===== src/rtl/dma_bus_sched_pkg.sv =====
// Shared types for the MARIA bus-ownership scheduler.
// Latency: n/a (types and constants only).
// Backpressure: n/a.
package dma_bus_sched_pkg;

    // Scheduler phases. The 3-bit encoding is shared with the debug readback path.
    typedef enum logic [2:0] {
        ST_IDLE     = 3'd0,
        ST_HALT_REQ = 3'd1,
        ST_SETUP    = 3'd2,
        ST_DMA      = 3'd3,
        ST_RELEASE  = 3'd4
    } sched_state_e;

    // ctrl[6:5] value that selects DMA mode; the parent decodes dma_en from it.
    localparam logic [1:0] CTRL_DMA_MODE = 2'b10;

endpackage


===== src/rtl/dma_bus_sched_wsync_ready.sv =====
// CPU RDY flop for WSYNC: cleared by a WSYNC write, set again at hblank.
// Latency: ready_o changes on the edge after the pulse is sampled.
// Backpressure: none; pulses are single-cycle events and never stall.
//
// Ports:
//   pclk_2      system phase-2 clock
//   reset_b     asynchronous active-low reset (ready_o returns to 1)
//   deassert_i  WSYNC write pulse
//   hblank_i    first cycle of horizontal blank
//   ready_o     registered CPU RDY
module dma_bus_sched_wsync_ready (
    input  logic pclk_2,
    input  logic reset_b,
    input  logic deassert_i,
    input  logic hblank_i,
    output logic ready_o
);

    logic ready_q;
    logic ready_d;

    // Deassert takes priority: a WSYNC write landing on the hblank cycle
    // must still stall the CPU until the following line's hblank.
    always_comb begin
        ready_d = ready_q;
        if (deassert_i) begin
            ready_d = 1'b0;
        end else if (hblank_i) begin
            ready_d = 1'b1;
        end
    end

    always_ff @(posedge pclk_2 or negedge reset_b) begin
        if (!reset_b) begin
            ready_q <= 1'b1;
        end else begin
            ready_q <= ready_d;
        end
    end

    assign ready_o = ready_q;

endmodule


===== src/rtl/dma_bus_sched.sv =====
// Bus-ownership scheduler between the 6502 and the MARIA DMA engine; also owns WSYNC RDY.
// Latency: all outputs registered, valid the cycle after the state transition edge.
// Backpressure: CPU write cycles hold the sequence in HALT_REQ indefinitely; DMA length set by dma_done.
//
// Ports:
//   pclk_2, reset_b       clock and asynchronous active-low reset
//   dma_en, dma_req       enable and request, sampled only in IDLE / HALT_REQ
//   dma_done              end-of-fetch pulse, honoured only in DMA
//   cpu_we_b              CPU R/W (1 = read); halt can only take effect on a read
//   deassert_ready        WSYNC write pulse
//   hblank_start          first cycle of horizontal blank
//   halt_b, ready         CPU HALT (active low) and RDY
//   drive_AB              MARIA owns the address bus
//   dma_active, dma_grant sequence-active level and DMA-entry pulse
//   dma_cycles            saturating DMA cycle count for the current line
module dma_bus_sched
    import dma_bus_sched_pkg::*;
#(
    parameter int SETUP_CYCLES   = 2,
    parameter int RELEASE_CYCLES = 1,
    parameter int CNT_W          = 9
) (
    input  logic             pclk_2,
    input  logic             reset_b,
    input  logic             dma_en,
    input  logic             dma_req,
    input  logic             dma_done,
    input  logic             cpu_we_b,
    input  logic             deassert_ready,
    input  logic             hblank_start,
    output logic             halt_b,
    output logic             ready,
    output logic             drive_AB,
    output logic             dma_active,
    output logic             dma_grant,
    output logic [CNT_W-1:0] dma_cycles
);

    // Counters are loaded with N-1 so the phase lasts exactly N cycles.
    localparam logic [3:0]       SETUP_LOAD   = 4'(SETUP_CYCLES - 1);
    localparam logic [3:0]       RELEASE_LOAD = 4'(RELEASE_CYCLES - 1);
    localparam logic [CNT_W-1:0] CNT_MAX      = '1;
    localparam logic [CNT_W-1:0] CNT_ONE      = {{(CNT_W-1){1'b0}}, 1'b1};

    sched_state_e     state_q, state_d;
    logic [3:0]       cnt_q, cnt_d;
    logic [CNT_W-1:0] dcnt_q, dcnt_d;
    logic             halt_b_q, drive_ab_q, active_q, grant_q;
    logic             in_dma;

    assign in_dma = (state_q == ST_DMA);

    always_comb begin
        state_d = state_q;
        cnt_d   = cnt_q;
        case (state_q)
            ST_IDLE: begin
                if (dma_req && dma_en) begin
                    state_d = ST_HALT_REQ;
                end
            end
            ST_HALT_REQ: begin
                // Request withdrawn before the halt landed: back off cleanly.
                if (!(dma_req && dma_en)) begin
                    state_d = ST_IDLE;
                end else if (cpu_we_b) begin
                    state_d = ST_SETUP;
                    cnt_d   = SETUP_LOAD;
                end
            end
            ST_SETUP: begin
                if (cnt_q == 4'd0) begin
                    state_d = ST_DMA;
                end else begin
                    cnt_d = cnt_q - 4'd1;
                end
            end
            ST_DMA: begin
                if (dma_done) begin
                    state_d = ST_RELEASE;
                    cnt_d   = RELEASE_LOAD;
                end
            end
            ST_RELEASE: begin
                if (cnt_q == 4'd0) begin
                    state_d = ST_IDLE;
                end else begin
                    cnt_d = cnt_q - 4'd1;
                end
            end
            default: begin
                state_d = ST_IDLE;
                cnt_d   = 4'd0;
            end
        endcase
    end

    // Line counter: hblank clears first, then the current DMA cycle still counts.
    always_comb begin
        dcnt_d = dcnt_q;
        if (hblank_start) begin
            dcnt_d = in_dma ? CNT_ONE : '0;
        end else if (in_dma && (dcnt_q != CNT_MAX)) begin
            dcnt_d = dcnt_q + 1'b1;
        end
    end

    // Outputs are decoded from the next state so they line up with state_q.
    always_ff @(posedge pclk_2 or negedge reset_b) begin
        if (!reset_b) begin
            state_q    <= ST_IDLE;
            cnt_q      <= 4'd0;
            dcnt_q     <= '0;
            halt_b_q   <= 1'b1;
            drive_ab_q <= 1'b0;
            active_q   <= 1'b0;
            grant_q    <= 1'b0;
        end else begin
            state_q    <= state_d;
            cnt_q      <= cnt_d;
            dcnt_q     <= dcnt_d;
            halt_b_q   <= (state_d == ST_IDLE);
            drive_ab_q <= (state_d == ST_DMA);
            active_q   <= (state_d inside {ST_SETUP, ST_DMA, ST_RELEASE});
            grant_q    <= (state_d == ST_DMA) && (state_q != ST_DMA);
        end
    end

    dma_bus_sched_wsync_ready u_wsync (
        .pclk_2     (pclk_2),
        .reset_b    (reset_b),
        .deassert_i (deassert_ready),
        .hblank_i   (hblank_start),
        .ready_o    (ready)
    );

    assign halt_b     = halt_b_q;
    assign drive_AB   = drive_ab_q;
    assign dma_active = active_q;
    assign dma_grant  = grant_q;
    assign dma_cycles = dcnt_q;

endmodule

===== config.mk =====
export PLATFORM = sky130hd
export DESIGN_NAME = dma_bus_sched
export DESIGN_NICKNAME = d
export VERILOG_FILES = /design/src/rtl/dma_bus_sched_pkg.sv /design/src/rtl/dma_bus_sched_wsync_ready.sv /design/src/rtl/dma_bus_sched.sv
export SDC_FILE = /design/constraint.sdc
export NUM_CORES = 1
export LEC_CHECK = 0
export BUFFER_PORTS_ARGS = -buffer_cell sky130_fd_sc_hd__buf_2
export CORE_UTILIZATION = 49
export CTS_CLUSTER_SIZE = 40
export DETAILED_ROUTE_END_ITERATION = 10
export PLACE_DENSITY = 0.78
export SYNTH_ARGS = -nofsm -noshare
export SYNTH_HDL_FRONTEND = slang
export SYNTH_SLANG_ARGS = --single-unit
export TNS_END_PERCENT = 1

===== constraint.sdc =====
create_clock -name pclk_2 -period 2.1 [get_ports pclk_2]
set_input_delay 0.21 -clock pclk_2 [delete_from_list [all_inputs] [get_ports pclk_2]]
set_output_delay 0.21 -clock pclk_2 [all_outputs]
set_load 0.02 [all_outputs]

==> After elaboration in Yosys (flattened, before gate mapping) <==
Index checks and enable logic that the tools add are counted.
{ "totals": {"mem_bits_rw": 0, "latchBits": 0, "in_bits": 8, "rom_bits": 0, "register_bits": 21, "wordCells": 52, "n_memories": 0} }
{ "op_classes": {"n_shift": 0, "reduce_logical": 11, "n_lt_le_gt_ge": 0, "bitwise_logic": 1, "eq_ne": 13, "n_mux": 17, "add_sub_neg": 2, "multipliers": 0, "div": 0} }
{ "op_table": {"columns": ["op", "count"], "rows": [
  ["3-bit 2-to-1 mux", 6],
  ["9-bit 2-to-1 mux", 2],
  ["4-bit 2-to-1 mux", 4],
  ["4-bit case mux with 4 select lines", 1],
  ["3-bit case mux with 5 select lines", 1],
  ["3-bit by 2-bit equality test with 1-bit output, second input constant", 4],
  ["9-bit by 1-bit adder with 9-bit output, second input constant", 1],
  ["9-bit != test, second input constant", 1],
  ["2-bit != test, second input constant", 4],
  ["3-bit equality test, second input constant", 2],
  ["3-bit logical NOT", 2],
  ["5-bit AND reduction", 1],
  ["4-bit logical NOT", 1],
  ["2-bit nonzero test", 2],
  ["4-bit by 1-bit subtractor with 4-bit output, second input constant", 1],
  ["3-bit by 1-bit equality test with 1-bit output, second input constant", 1],
  ["1-bit logical AND", 3],
  ["1-bit 2-to-1 mux", 3],
  ["3-bit by 2-bit != test with 1-bit output, second input constant", 1],
  ["3-bit nonzero test", 1],
  ["2-bit OR reduction", 1],
  ["1-bit inverter", 1]
]} }

==> Longest topological paths before layout <==
{ "depth": {"ltp_word": 5, "ltp_mapped": 8, "depth_no_buf": 7} }

==> By module <==
Synthesis repeated with hierarchy kept, for this count alone.
{ "hier_totals": {"hier_cells": 100, "area_unflattened_um2": 1099.8} }
{ "by_module_without_submodules": {"columns": ["mod", "cells_per_inst", "instances", "seq_area_each_um2", "area_per_inst_um2"], "rows": [
  ["dma_bus_sched", 98, 1, 501.7, 1063.5],
  ["dma_bus_sched_wsync_ready", 2, 1, 26.3, 36.3]
]} }

==> Worst setup path before layout <==
No wires, ideal clock.
{ "synth_timing": {"path_type": "register to register", "start": "reg dcnt_q[2] (netlist: dma_cycles[2])", "end": "reg dcnt_q[4] (netlist: dma_cycles[4])", "t_required_ns": 1.968, "t_arrival_ns": 1.851, "period_less_slack_ns": 1.983, "setup_ns": 0.132, "path_slack_ns": 0.117, "stages_incl_launch_ff": 9, "cell_sequence": "dfrtp_1 -> and4_1 -> and4_1 -> ha_1 -> nor4bb_1 -> buf_2 -> nand4_1 -> xor2_1 -> nor2_1"} }
{ "synth_via": {"elab_chain_cells": 3, "word_cells_on_any_way": 6, "classes_between": "add/sub (1); eq/ne (1); mux (2); reduce/logical (2)"} }
{ "synth_rtl": {"columns": ["item", "line_no", "source"], "rows": [
  ["start, declared", "dma_bus_sched.sv:47", "logic [CNT_W-1:0] dcnt_q, dcnt_d;"],
  ["start signal, assigned", "dma_bus_sched.sv:121", "dcnt_q <= dcnt_d;"],
  ["9-bit by 1-bit adder with 9-bit output or 9-bit != test (tied branches)", "dma_bus_sched.sv:104, dma_bus_sched.sv:103", null],
  ["9-bit 2-to-1 mux or 1-bit logical AND (tied branches)", "dma_bus_sched.sv:103", "end else if (in_dma && (dcnt_q != CNT_MAX)) begin"],
  ["9-bit 2-to-1 mux or 2-bit nonzero test (tied branches)", null, null]
]} }
Several ways; a longest one is shown, not always the timed one. The select of a mux whose other input is x is not followed.
A chain may end at the register's enable or synchronous reset.

==> Final worst setup path <==
Ends and elaborated chain as after synthesis.

==> impl_metrics.env <==
export IMPL_total_number_of_nets_in_the_final_design=156
export IMPL_synth_edf_count=0
export IMPL_detailed_place_area_um2=1260
export IMPL_vias=924
export IMPL_die_extent_in_x_um=49.6
export IMPL_final_period_minus_worst_setup_slack_ns=1.99
export IMPL_power_per_cell_area_nw_per_um2=971
export IMPL_yosysWarningCount=0
export IMPL_die_area_um2=2460
export IMPL_dr_pass1_iters=4
export IMPL_cts_tree="yes"
export IMPL_synthXorXnorAreaFrac=0.0472
export IMPL_critical_path_required_ns=2.33
export IMPL_grt_overflow_total=0
export IMPL_critical_path_startpoint="dma_cycles[2]"
export IMPL_netlist_cell_type_count=39
export IMPL_grt_max_degree=22
export IMPL_fin_tns_setup_ns=0
export IMPL_ys_dominant_reg_cell="sky130_fd_sc_hd__dfrtp_1"
export IMPL_grtUsageTotal=0.186
export IMPL_startpoint_type="flip-flop"
export IMPL_syn_area_per_cell_um2=10.0
export IMPL_worstReg2RegEnd="dma_cycles[4]"
export IMPL_layout_cell_share_with_drive_strength_beyond_1=0.294
export IMPL_hpwl_um=1530
export IMPL_fin_crit_sh=0.949
export IMPL_synth_adder_area_share=0.0450
export IMPL_endpoint="dma_cycles[4]"
export IMPL_worst_slew_pin_transition_ns=0.623
export IMPL_insertedDiodeCount=0
export IMPL_ioPinCount=22
export IMPL_starting_utilization_of_the_core_area=0.545
export IMPL_final_hold_worst_slack_ns=0.193
export IMPL_place_congestion=0.788
export IMPL_multi_input_comb_area_um2=557
export IMPL_crit_path_max_fanout=5
export IMPL_global_route_wire_length_before_repair_um=3520
export IMPL_drc_marker_count_from_the_first_detailed_route_iteration=16
export IMPL_fin_area_um2=1360
export IMPL_synth_ff_latch_count=21
export IMPL_worst_skew_pair_late_latency_ns=0.30
export IMPL_number_of_antenna_violations_at_the_first_check_in_global_routing=0
export IMPL_worstReg2RegStart="dma_cycles[2]"
export IMPL_status="complete, no violations"
export IMPL_drv_max_cap_violation_count=0
export IMPL_cts_root_buffer_cell="sky130_fd_sc_hd__clkbuf_4"
export IMPL_layout_cells_most_common="sky130_fd_sc_hd__buf_2"
export IMPL_syn2layout_area_growth_pct=22.5
export IMPL_slew_violations=0
export IMPL_synthesis_area_um2=1110
export IMPL_seqCellArea_um2=529
export IMPL_power_leakage_nw=0.669
export IMPL_detail_route_vias_per_cell=5.44
export IMPL_numClockSinks=21
export IMPL_route_detailed_wl_per_inst_um=12.4
export IMPL_n_fill_cell=182
export IMPL_cts_path_max_buffers=2
export IMPL_max_vdd_ir_drop_uv=797
export IMPL_max_slew_margin_rel=0.578
export IMPL_synth_nets=123
export IMPL_clkSlewWorstSetupHoldPaths_ns=0.10
export IMPL_cells_after_synthesis=111
export IMPL_timing_reg2reg_worst_path_depth=8
export IMPL_synth_compound_area_share=0.150
export IMPL_portBuffers=21
export IMPL_postSynth_asyncResetShare=1.00
export IMPL_synth_top_family_by_area="simple AND/OR/NAND/NOR gates"
export IMPL_antenna_violating_nets_remaining=0
export IMPL_achievable_freq_mhz=502
export IMPL_critPathArrivalTime_ns=2.23
export IMPL_cts_buffers_inserted=3
export IMPL_drc_errors=0
export IMPL_fraction_of_the_yosys_area_taken_by_sequential_cells=0.475
export IMPL_grt_pass1_vias=810
export IMPL_ff2ff_setup_slack_ns=0.11
export IMPL_mostFrequentLayoutCells="sky130_fd_sc_hd__buf_2 (22), sky130_fd_sc_hd__dfrtp_1 (18), sky130_fd_sc_hd__nor2_1 (16), sky130_fd_sc_hd__buf_4 (9), sky130_fd_sc_hd__xor2_1 (6)"
export IMPL_worstSetupEndpointType="flip-flop"
export IMPL_place_inst=158
export IMPL_htree_num_levels=1
export IMPL_timing_hold_worst_class="in -> reg"
export IMPL_finalHoldViolations=0
export IMPL_muxShareOfSynthArea=0.0371
export IMPL_die_height_um=49.6
export IMPL_rows=16
export IMPL_synth_simple_gate_area_share=0.211
export IMPL_drt_total_wl_um=2110
export IMPL_worstSetupPathType="reg -> reg"
export IMPL_final_cell_count_no_fill=170
export IMPL_finalSetupViolCount=0
export IMPL_final_setup_skew_ns=0.00168
export IMPL_placeableCoreArea_um2=2040
==> cell families (layout without fill, tap and decap cells) <==
logic type	Yosys count	in the layout
compound gates	23	23
flops	21	21
simple gates	43	43
mux	4	4
fa+ha+maj	4	4
xor+xnor	6	6
buf+inv	10	42
==> per-stage QoR <==
stage | util | setup slack [ns] | total power [mW]
global placement | 0.618 | 0.188 | 1.11
floorplan | - | 0.117 | 0.959
global route | 0.667 | -0.00189 | 1.42
finish | 0.667 | 0.108 | 1.32
detailed placement | 0.618 | 0.117 | 1.13
CTS | 0.635 | 0.0911 | 1.31
==> Yosys cell counts, types with 2 or more instances <==
library cell / instances / area, um2
sky130_fd_sc_hd__nand3_1: 5 / 25.0
sky130_fd_sc_hd__nor2b_1: 2 / 12.5
sky130_fd_sc_hd__a21o_1: 3 / 22.5
sky130_fd_sc_hd__clkbuf_1: 4 / 15.0
sky130_fd_sc_hd__or4_1: 2 / 15.0
sky130_fd_sc_hd__ha_1: 4 / 50.1
sky130_fd_sc_hd__o21ai_1: 2 / 10.0
sky130_fd_sc_hd__nand2_1: 3 / 11.3
sky130_fd_sc_hd__a21oi_1: 4 / 20.0
sky130_fd_sc_hd__xor2_1: 6 / 52.6
sky130_fd_sc_hd__dfstp_2: 2 / 52.6
sky130_fd_sc_hd__nand4_1: 2 / 12.5
sky130_fd_sc_hd__a21boi_1: 2 / 15.0
sky130_fd_sc_hd__and3_1: 2 / 12.5
sky130_fd_sc_hd__nand2b_1: 2 / 12.5
sky130_fd_sc_hd__and4_1: 2 / 17.5
sky130_fd_sc_hd__o2bb2ai_1: 2 / 17.5
sky130_fd_sc_hd__nor2_1: 16 / 60.1
sky130_fd_sc_hd__mux2i_1: 3 / 30.0
sky130_fd_sc_hd__dfrtp_1: 19 / 475
sky130_fd_sc_hd__o31ai_1: 3 / 22.5
sky130_fd_sc_hd__inv_1: 4 / 15.0
==> worst max-delay path, cell delays in order (launching register included) <==
cell	delay, ns
sky130_fd_sc_hd__dfrtp_2	0.44
sky130_fd_sc_hd__and4_4	0.20
sky130_fd_sc_hd__and4_1	0.20
sky130_fd_sc_hd__ha_1	0.21
sky130_fd_sc_hd__nor4bb_2	0.33
sky130_fd_sc_hd__buf_4	0.19
sky130_fd_sc_hd__nand4_1	0.11
sky130_fd_sc_hd__xor2_1	0.15
sky130_fd_sc_hd__nor2_1	0.09
==> flip-flops by register name, indices dropped and copies added (netlist names) <==
register / cells
dma_active: 1
halt_b: 1
u_wsync.ready_o: 1
drive_AB: 1
dma_cycles: 9
dma_grant: 1
state_q: 3
cnt_q: 4
==> layer usage <==
layer,vias up,track usage,share of wire
met5,-,0,0
met4,0,0.0333,0.0047
met3,4,0.0556,0.045
met2,19,0.309,0.46
met1,438,0.243,0.49
li1,463,-,-
==> what timing repair did <==
action                                  in CTS  in global routing
endpoints found under the setup margin       0                  5
endpoints found under the hold margin       19                  1
gates resized for setup                      0                  5
buffers inserted                             0                  5
hold buffers                                 1                  1
==> worst min-delay path by stage <==
stage | from | endpoint | slack, ns | depth (start not counted)
finish | dma_done | state_q[2] | 0.19 | 3
global route | dma_done | state_q[2] | 0.19 | 3
CTS | deassert_ready | u_wsync.ready_o | 0.0006 | 2
detailed placement | reset_b | cnt_q[3] | 0.19 | 1
global placement | reset_b | cnt_q[3] | 0.18 | 1
floorplan | reset_b | cnt_q[0] | -0.09 | 0
==> power by group <==
part	total, mW	internal, mW	switching (mW)
clock	0.185	0.0741	0.111
combinational	0.567	0.264	0.303
sequential	0.571	0.491	0.0800
total	1.32	0.829	0.494
==> final cells by class <==
type / instances / area share
Clock buffer: 4 / 0.0193
Inverter: 5 / 0.0138
Multi-Input combinational cell: 80 / 0.409
Timing Repair Buffer: 33 / 0.145
Tap cell: 27 / 0.0248
Sequential cell: 21 / 0.388
Note: power is estimated with default switching activity, not from simulation.
